**src/rtl/instr_encode_loader_if.sv**
```systemverilog
// Field-bundle handshake and imem write port of instr_encode_loader.
// master = bundle source / imem sink, slave = the loader itself.
interface instr_encode_loader_if #(
   parameter int ADDR_WIDTH = 12
);
   logic                  in_valid;
   logic                  in_ready;
   logic [4:0]            in_opcode;
   logic [4:0]            in_rd;
   logic [4:0]            in_rs;
   logic [4:0]            in_rt;
   logic [4:0]            in_shamt;
   logic [4:0]            in_aluop;
   logic [16:0]           in_imm;
   logic [26:0]           in_target;
   logic                  imem_we;
   logic [ADDR_WIDTH-1:0] imem_addr;
   logic [31:0]           imem_data;

   modport master (
      output in_valid, in_opcode, in_rd, in_rs, in_rt, in_shamt, in_aluop,
             in_imm, in_target,
      input  in_ready, imem_we, imem_addr, imem_data
   );

   modport slave (
      input  in_valid, in_opcode, in_rd, in_rs, in_rt, in_shamt, in_aluop,
             in_imm, in_target,
      output in_ready, imem_we, imem_addr, imem_data
   );
endinterface

```
**src/rtl/instr_encode_loader.sv**
```systemverilog
// Packs decoded instruction fields into 32-bit ISA words and streams them into imem.
// Optional macro ENC_CHECKSUM_EN: running XOR of the words written this session.
module instr_encode_loader #(
   parameter int ADDR_WIDTH = 12,
   parameter int BASE_ADDR  = 0,
   parameter int DEPTH      = 4096
) (
   input  logic                  clock,
   input  logic                  reset_n,
   input  logic                  start,
   input  logic                  finish,
   instr_encode_loader_if.slave  bus,
   output logic [ADDR_WIDTH:0]   wr_count,
   output logic                  full,
   output logic                  done,
   output logic                  illegal,
   output logic [31:0]           checksum,
   output logic [1:0]            state_dbg
);
   localparam logic [1:0] S_IDLE = 2'd0;
   localparam logic [1:0] S_LOAD = 2'd1;
   localparam logic [1:0] S_FULL = 2'd2;
   localparam logic [1:0] S_DONE = 2'd3;

   localparam logic [ADDR_WIDTH:0]   DEPTH_W = (ADDR_WIDTH+1)'(DEPTH);
   localparam logic [ADDR_WIDTH-1:0] BASE_W  = ADDR_WIDTH'(BASE_ADDR);

   logic [1:0]            state;
   logic [1:0]            state_nx;
   logic [ADDR_WIDTH-1:0] wr_ptr;
   logic                  accept;
   logic                  legal;
   logic                  write_ok;
   logic                  last_word;
   logic [31:0]           enc_word;

   // Handshake: a bundle transfers on a rising edge where in_valid & in_ready;
   // in_valid may be held indefinitely, in_ready never depends on in_valid.
   assign bus.in_ready = (state == S_LOAD) & ~start;
   assign accept       = bus.in_valid & bus.in_ready;
   assign write_ok     = accept & legal;
   assign last_word    = write_ok & ((wr_count + (ADDR_WIDTH+1)'(1)) == DEPTH_W);

   always_comb begin
      legal    = 1'b1;
      enc_word = '0;
      case (bus.in_opcode)
         5'b00000:
            enc_word = {bus.in_opcode, bus.in_rd, bus.in_rs, bus.in_rt,
                        bus.in_shamt, bus.in_aluop, 2'b00};
         5'b00101, 5'b00010, 5'b00110, 5'b00111, 5'b01000:
            enc_word = {bus.in_opcode, bus.in_rd, bus.in_rs, bus.in_imm};
         5'b00001, 5'b00011, 5'b10101, 5'b10110:
            enc_word = {bus.in_opcode, bus.in_target};
         5'b00100:
            enc_word = {bus.in_opcode, bus.in_rd, 22'd0};
         default:
            legal = 1'b0;
      endcase
   end

   // start wins over finish; finish in the same cycle as an accept still writes.
   always_comb begin
      state_nx = state;
      if (start) begin
         state_nx = S_LOAD;
      end else begin
         case (state)
            S_LOAD: begin
               if (finish)         state_nx = S_DONE;
               else if (last_word) state_nx = S_FULL;
            end
            S_FULL: if (finish) state_nx = S_DONE;
            default: ;
         endcase
      end
   end

   always_ff @(posedge clock or negedge reset_n) begin
      if (!reset_n) begin
         state         <= S_IDLE;
         bus.imem_we   <= 1'b0;
         bus.imem_addr <= BASE_W;
         bus.imem_data <= '0;
         wr_ptr        <= BASE_W;
         wr_count      <= '0;
         illegal       <= 1'b0;
      end else begin
         state       <= state_nx;
         bus.imem_we <= write_ok;
         if (start) begin
            wr_ptr   <= BASE_W;
            wr_count <= '0;
            illegal  <= 1'b0;
         end else begin
            if (write_ok) begin
               bus.imem_addr <= wr_ptr;
               bus.imem_data <= enc_word;
               wr_ptr        <= wr_ptr + ADDR_WIDTH'(1);
               wr_count      <= wr_count + (ADDR_WIDTH+1)'(1);
            end
            if (accept && !legal) illegal <= 1'b1;
         end
      end
   end

`ifdef ENC_CHECKSUM_EN
   logic [31:0] csum_q;

   // Folded in at the same edge that presents the word on imem_data.
   always_ff @(posedge clock or negedge reset_n) begin
      if (!reset_n)      csum_q <= '0;
      else if (start)    csum_q <= '0;
      else if (write_ok) csum_q <= csum_q ^ enc_word;
   end
   assign checksum = csum_q;
`else
   assign checksum = 32'h0;
`endif

   assign full      = (wr_count == DEPTH_W);
   assign done      = (state == S_DONE);
   assign state_dbg = state;
endmodule

```
**src/flat_wrapper.sv**
```systemverilog
// flat-port wrapper written by rule: the top's interface ports become plain ports
module instr_encode_loader_flat 
#(
   parameter int ADDR_WIDTH = 12,
   parameter int BASE_ADDR  = 0,
   parameter int DEPTH      = 4096
)
  (clock, reset_n, start, finish, wr_count, full, done, illegal, checksum, state_dbg, bus_in_valid, bus_in_opcode, bus_in_rd, bus_in_rs, bus_in_rt, bus_in_shamt, bus_in_aluop, bus_in_imm, bus_in_target, bus_in_ready, bus_imem_we, bus_imem_addr, bus_imem_data);
  instr_encode_loader_if #(.ADDR_WIDTH(ADDR_WIDTH)) bus_i ();
  input  logic clock;
  input  logic reset_n;
  input  logic start;
  input  logic finish;
  output logic [ADDR_WIDTH:0] wr_count;
  output logic full;
  output logic done;
  output logic illegal;
  output logic [31:0] checksum;
  output logic [1:0] state_dbg;
  input wire logic [$bits(bus_i.in_valid)-1:0] bus_in_valid;
  input wire logic [$bits(bus_i.in_opcode)-1:0] bus_in_opcode;
  input wire logic [$bits(bus_i.in_rd)-1:0] bus_in_rd;
  input wire logic [$bits(bus_i.in_rs)-1:0] bus_in_rs;
  input wire logic [$bits(bus_i.in_rt)-1:0] bus_in_rt;
  input wire logic [$bits(bus_i.in_shamt)-1:0] bus_in_shamt;
  input wire logic [$bits(bus_i.in_aluop)-1:0] bus_in_aluop;
  input wire logic [$bits(bus_i.in_imm)-1:0] bus_in_imm;
  input wire logic [$bits(bus_i.in_target)-1:0] bus_in_target;
  output wire logic [$bits(bus_i.in_ready)-1:0] bus_in_ready;
  output wire logic [$bits(bus_i.imem_we)-1:0] bus_imem_we;
  output wire logic [$bits(bus_i.imem_addr)-1:0] bus_imem_addr;
  output wire logic [$bits(bus_i.imem_data)-1:0] bus_imem_data;
  assign bus_i.in_valid = bus_in_valid;
  assign bus_i.in_opcode = bus_in_opcode;
  assign bus_i.in_rd = bus_in_rd;
  assign bus_i.in_rs = bus_in_rs;
  assign bus_i.in_rt = bus_in_rt;
  assign bus_i.in_shamt = bus_in_shamt;
  assign bus_i.in_aluop = bus_in_aluop;
  assign bus_i.in_imm = bus_in_imm;
  assign bus_i.in_target = bus_in_target;
  assign bus_in_ready = bus_i.in_ready;
  assign bus_imem_we = bus_i.imem_we;
  assign bus_imem_addr = bus_i.imem_addr;
  assign bus_imem_data = bus_i.imem_data;
  instr_encode_loader #(.ADDR_WIDTH(ADDR_WIDTH), .BASE_ADDR(BASE_ADDR), .DEPTH(DEPTH)) u_core (.clock(clock), .reset_n(reset_n), .start(start), .finish(finish), .bus(bus_i), .wr_count(wr_count), .full(full), .done(done), .illegal(illegal), .checksum(checksum), .state_dbg(state_dbg));
endmodule
```
**config.mk**
```make
export PLATFORM = sky130hd
export DESIGN_NAME = instr_encode_loader_flat
export DESIGN_NICKNAME = d
export VERILOG_FILES = /design/src/rtl/instr_encode_loader_if.sv /design/src/rtl/instr_encode_loader.sv /design/src/flat_wrapper.sv
export SDC_FILE = /design/constraint.sdc
export NUM_CORES = 1
export LEC_CHECK = 0
export ABC_AREA = 0
export CAP_MARGIN = 20
export CORE_MARGIN = 4
export CORE_UTILIZATION = 42
export DETAILED_ROUTE_END_ITERATION = 16
export PLACE_DENSITY = 0.83
export SYNTH_ARGS = -nofsm -noshare
export SYNTH_HDL_FRONTEND = slang
export SYNTH_SLANG_ARGS = --single-unit
```
**constraint.sdc**
```tcl
create_clock -name clock -period 2.5 [get_ports clock]
set_input_delay 0.5 -clock clock [delete_from_list [all_inputs] [get_ports clock]]
set_output_delay 0.5 -clock clock [all_outputs]
set_load 0.1 [all_outputs]
```
# Word-level counts from Yosys, hierarchy flattened
# Index checks and enable logic that the tools add are counted.
dict set report word_totals {
  ff_bits 73
  input_bits 79
  out_inout_bits 96
  elab_cells 55
}
dict set report classes {
  addsub 2
  n_eq_ne 17
  n_mux 13
  bitwise_logic 5
  n_reduce_logical 11
}
# cell n
set op_table {}
lappend op_table {{one-hot mux 32 bit (4 select lines)} 1}
lappend op_table {{equality test 13 bit, second input constant} 2}
lappend op_table {{two-way mux 13 bit} 2}
lappend op_table {{two-way mux 12 bit} 2}
lappend op_table {{equality test 5 x 3 -> 1 bit, second input constant} 4}
lappend op_table {{adder 13 x 1 -> 13 bit, second input constant} 1}
lappend op_table {{adder 12 x 1 -> 12 bit, second input constant} 1}
lappend op_table {{OR reduction 11 bit} 1}
lappend op_table {{equality test 5 x 2 -> 1 bit, second input constant} 2}
lappend op_table {{equality test 5 bit, second input constant} 2}
lappend op_table {{two-way mux 2 bit} 4}
lappend op_table {{equality test 5 x 1 -> 1 bit, second input constant} 1}
lappend op_table {{equality test 5 x 4 -> 1 bit, second input constant} 1}
lappend op_table {{zero test 5 bit} 1}
lappend op_table {{OR reduction 5 bit} 1}
lappend op_table {{AND 1 bit} 4}
lappend op_table {{equality test 2 bit, second input constant} 2}
lappend op_table {{inequality test 4 x 3 -> 1 bit, second input constant} 1}
lappend op_table {{one-hot mux 2 bit (2 select lines)} 1}
lappend op_table {{nonzero test 2 bit} 2}
lappend op_table {{OR reduction 4 bit} 1}
lappend op_table {{two-way mux 1 bit} 3}
lappend op_table {{inequality test 3 bit, second input constant} 1}
lappend op_table {{AND reduction 3 bit} 1}
lappend op_table {{other kinds (6)} 6}

# Longest topological paths before layout
dict set report logic_depth {
  word_depth 9
  mapped_depth 8
}

# Least setup slack after synthesis
# OpenSTA, ideal clock, no wires.
dict set report synth_timing {
  path_kind {flip-flop to output port}
  from {reg u_core.state[0], in the netlist u_core.state_dbg[0]}
  to {out bus_in_ready}
  arrival_time_ns 3.259
  required_time_ns 2.000
  setup_slack_ns -1.259
  path_stages_with_launch 2
  cell_sequence {dfrtp_1 nor3b_1}
}
dict set report synth_between {
  elab_chain_len 2
}
# element line_no
set synth_lines {}
lappend synth_lines {{start, declared} instr_encode_loader.sv:28} ;# logic [1:0] state;
lappend synth_lines {{start signal, assigned} instr_encode_loader.sv:89} ;# state <= state_nx;
lappend synth_lines {{equality test 2 x 1 -> 1 bit} instr_encode_loader.sv:39} ;# assign bus.in_ready = (state == S_LOAD) & ~start;
lappend synth_lines {{AND 1 bit} instr_encode_loader.sv:39}
lappend synth_lines {{end, declared} flat_wrapper.sv:29} ;# output wire logic [$bits(bus_i.in_ready)-1:0] bus_in_ready;
# Every way passes these cells.

# Worst setup path after layout
dict set report layout_timing {
  from {reg u_core.wr_count[5]}
  to {out full}
}
dict set report layout_between {
  elab_chain_len 1
}
# element line_no
set layout_lines {}
lappend layout_lines {{start, declared} instr_encode_loader.sv:13} ;# output logic [ADDR_WIDTH:0] wr_count,
lappend layout_lines {{start signal, assigned} instr_encode_loader.sv:100} ;# wr_count <= wr_count + (ADDR_WIDTH+1)'(1);
lappend layout_lines {{equality test 13 bit} instr_encode_loader.sv:121} ;# assign full = (wr_count == DEPTH_W);
lappend layout_lines {{end, declared} flat_wrapper.sv:15} ;# output logic full;
# Every way passes these cells.

==> results.ini <==
[synth]
synth_seq_area_share_pct = 47.50
ys_warn_count = 0
synthArstFlopShare_pct = 100.0
ys_types = 46
ys_seq_elements = 73
syn_inst = 422
ys.flop_type = dfrtp_1
syn_area_per_cell_um2 = 9.114
syn-cell-area_mm2 = 0.003846
synth-edff-count = 0

[clock_tree]
post_cts_buffers = 0
cts_tree = built
clk_pin_slew_worst_paths_ns = 0.08
cts-root-buf = clkbuf_8
htreeDepth = 3
cts_buffers = 9
cts_buffer_depth = 2
cts.sinks = 73
clkLatencyLatePin_ns = 0.34

[drt]
postRouteAntennaNets = 0
wl_per_cell_um = 15.42
via_per_inst = 5.261
firstDrtPassIters = 5
drc = 0
vias = 3609
drt_iter0_drc = 204
wirelength_um = 10580

[cells_and_area]
multiInputGateArea_mm2 = 0.001759
fillerInstances = 757
regArea_mm2 = 0.001837
diodes = 0
finalNetCount = 655
final_core_util_pct = 62.48
synthToLayoutAreaGrowth_pct = 43.04
drive_gt1_share_pct = 21.45
design_area_mm2 = 0.005502

[pwr]
comb_power_share_pct = 43.9
leakagePower_nw = 2.542
switchingPower_mw = 2.160
p_per_area_mw_per_mm2 = 832.9
ir_drop_mv = 0.5694
p_seq_share_pct = 31.0
internal_power_mw = 2.423
swShare_pct = 47.13
clockPowerShare_pct = 25.1

[sta]
max_slew_margin_pct = 39.03
rsz0062_at_grt = false
worst_pin_slew_ns = 0.9145
min_period_ns = 2.362
worst_slack_ns = 0.1385
setup_violations = 0
max_freq_mhz = 423.5
finalHoldViolCount = 0
finClkSkew_ns = 0.009841
drv_slew = 0
period_share_pct = 94.46

[critical_path]
critPathMaxFanout = 8
worst-path-stages = 4
worstPathArrival_ns = 1.86
path_cells = or4_1 > nor2_1 > and3_2 > buf_12
cp_data_required_time_ns = 2.00
critPathTopFamily = simple AND/OR/NAND/NOR gates
crit_path_start_kind = flop
crit_type = flop to output port
cp_slowest_stage_delay_ns = 0.52
cp.buffers_inverters = 1
r2r_cells = 7
cp-end-kind = output port
worst_path_max_delay_cell = or4_1

[die]
core_area_mm2 = 0.008806
die_width_um = 103.7
die_area_mm2 = 0.01075
die_height_um = 103.7
start_util_pct = 43.68
io_pins = 175
num_rows = 34

[run]
drv_cap = 0

[global_routing]
antenna_found_initial = 0
grt_pass1_wl_um = 17300
grt_pass1_vias = 3450
grt_start_max_net_pins = 74
gr-total-overflow = 0
grt_use_total_pct = 19.44

[placed_design]
port_buffers = 142
dpl_worst_slack_ns = -0.5125
place_area_mm2 = 0.005244
hpwl_um = 7887
gp_congestion = 0.8258

[hold_path]
hold_path_class = primary input to async pin

[outcome]
outcome = complete, no violations

==> final timing paths <==
kind,to,startpoint,slack [ns]
max in group asynchronous,u_core.wr_count[0],reset_n,1.55
hold / removal,u_core.bus.imem_addr[6],reset_n,0.27
min in group clock,u_core.bus.imem_addr[2],u_core.bus.imem_addr[2],0.48
hold reg to reg,u_core.bus.imem_addr[2],u_core.bus.imem_addr[2],0.48
setup / recovery,full,u_core.wr_count[5],0.14
setup reg to reg,u_core.state_dbg[0],u_core.wr_count[0],0.17
==> metrics by stage <==
step                std cells  power, mW  hold WS (ns)  setup TNS, ns
floorplan                 453      2.987        0.2044              0
global placement          670      3.436        0.4646         -9.117
detailed placement        670      3.462        0.4654         -14.29
CTS                       686      4.621        0.3136              0
global route              686      4.754        0.3456              0
finish                    686      4.582        0.2663              0
==> power by group through the flow <==
| stage | clock network [mW] | registers [mW] | logic [mW] |
|---|---|---|---|
| CTS | 1.18 | 1.42 | 2.02 |
| global route | 1.23 | 1.44 | 2.08 |
| detailed placement | 0 | 1.44 | 2.02 |
| finish | 1.15 | 1.42 | 2.01 |
| global placement | 0 | 1.43 | 2.00 |
| floorplan | 0 | 2.51 | 0.480 |
==> synth_stat cells, types with 11 or more instances <==
cell type | n | share of area [%]
nor2_1 | 64 | 6.2
a21oi_1 | 18 | 2.3
buf_2 | 11 | 1.4
nand3_1 | 12 | 1.6
buf_4 | 36 | 7.0
nand2_1 | 66 | 6.4
o21ai_0 | 22 | 2.9
xor2_1 | 14 | 3.2
a222oi_1 | 15 | 3.9
a221oi_1 | 12 | 2.7
dfrtp_1 | 73 | 47
==> state kept, by name, summed over array words and instances (netlist names) <==
name	count
u_core.bus.imem_we	1
u_core.wr_ptr	12
u_core.bus.imem_addr	12
u_core.illegal	1
u_core.bus.imem_data	32
u_core.state_dbg	2
u_core.wr_count	13
==> cells in the final DEF (no fill, tap or decap), drive strengths merged, types with 9 or more instances in the layout <==
| cell | instances |
|---|---|
| buf | 88 |
| clkdlybuf4s50 | 77 |
| dfrtp | 73 |
| nand2 | 66 |
| nor2 | 65 |
| conb | 32 |
| o21ai | 25 |
| a21oi | 18 |
| a222oi | 15 |
| xor2 | 14 |
| nand3 | 12 |
| a221oi | 12 |
| clkbuf | 9 |
| inv | 9 |
==> layer usage <==
metal	up-vias	global-route usage [%]	routed length (µm)	share of wire [%]
met5	-	0	0	0
met4	0	6.458	174	1.6
met3	16	4.353	748	7.1
met2	154	32.94	5296	50
met1	1717	24.67	4355	41
li1	1722	-	-	-
==> worst register-to-register path, stage by stage (launching register included) <==
cell and delay (ns):
dfrtp_2 0.44, ha_1 0.23, nand4_1 0.12, nor3_1 0.47, and3_1 0.25, o211ai_1 0.09
nor4_1 0.49, a21oi_1 0.13
==> cell type report <==
cell class / count / share of cell area [%]
clock buffers: 9 / 2.252
well taps: 108 / 2.456
flip-flops and latches: 73 / 33.39
repair buffers: 165 / 27.15
clock inverters: 7 / 2.297
inverters: 7 / 0.4776
multi-input cells: 317 / 31.98
==> timing repair <==
item / 4_1_cts / 5_1_grt
hold buffers: 0 / 0
resized for setup: 1 / 0
endpoints found under the setup margin: 19 / 0
==> cell families (layout without fill, tap and decap cells) <==
logic type | after synthesis | after routing | synth area share [%]
AND/OR/NAND/NOR | 183 | 183 | 21.86
buffers and inverters | 63 | 188 | 10.41
XOR/XNOR | 15 | 15 | 3.416
flip-flops | 73 | 73 | 47.50
other | 1 | 32 | 0.09750
adder cells (fa/ha/maj) | 3 | 3 | 0.9760
AO/OA/AOI/OAI | 84 | 84 | 15.75
(Power assumes the default switching activity.)
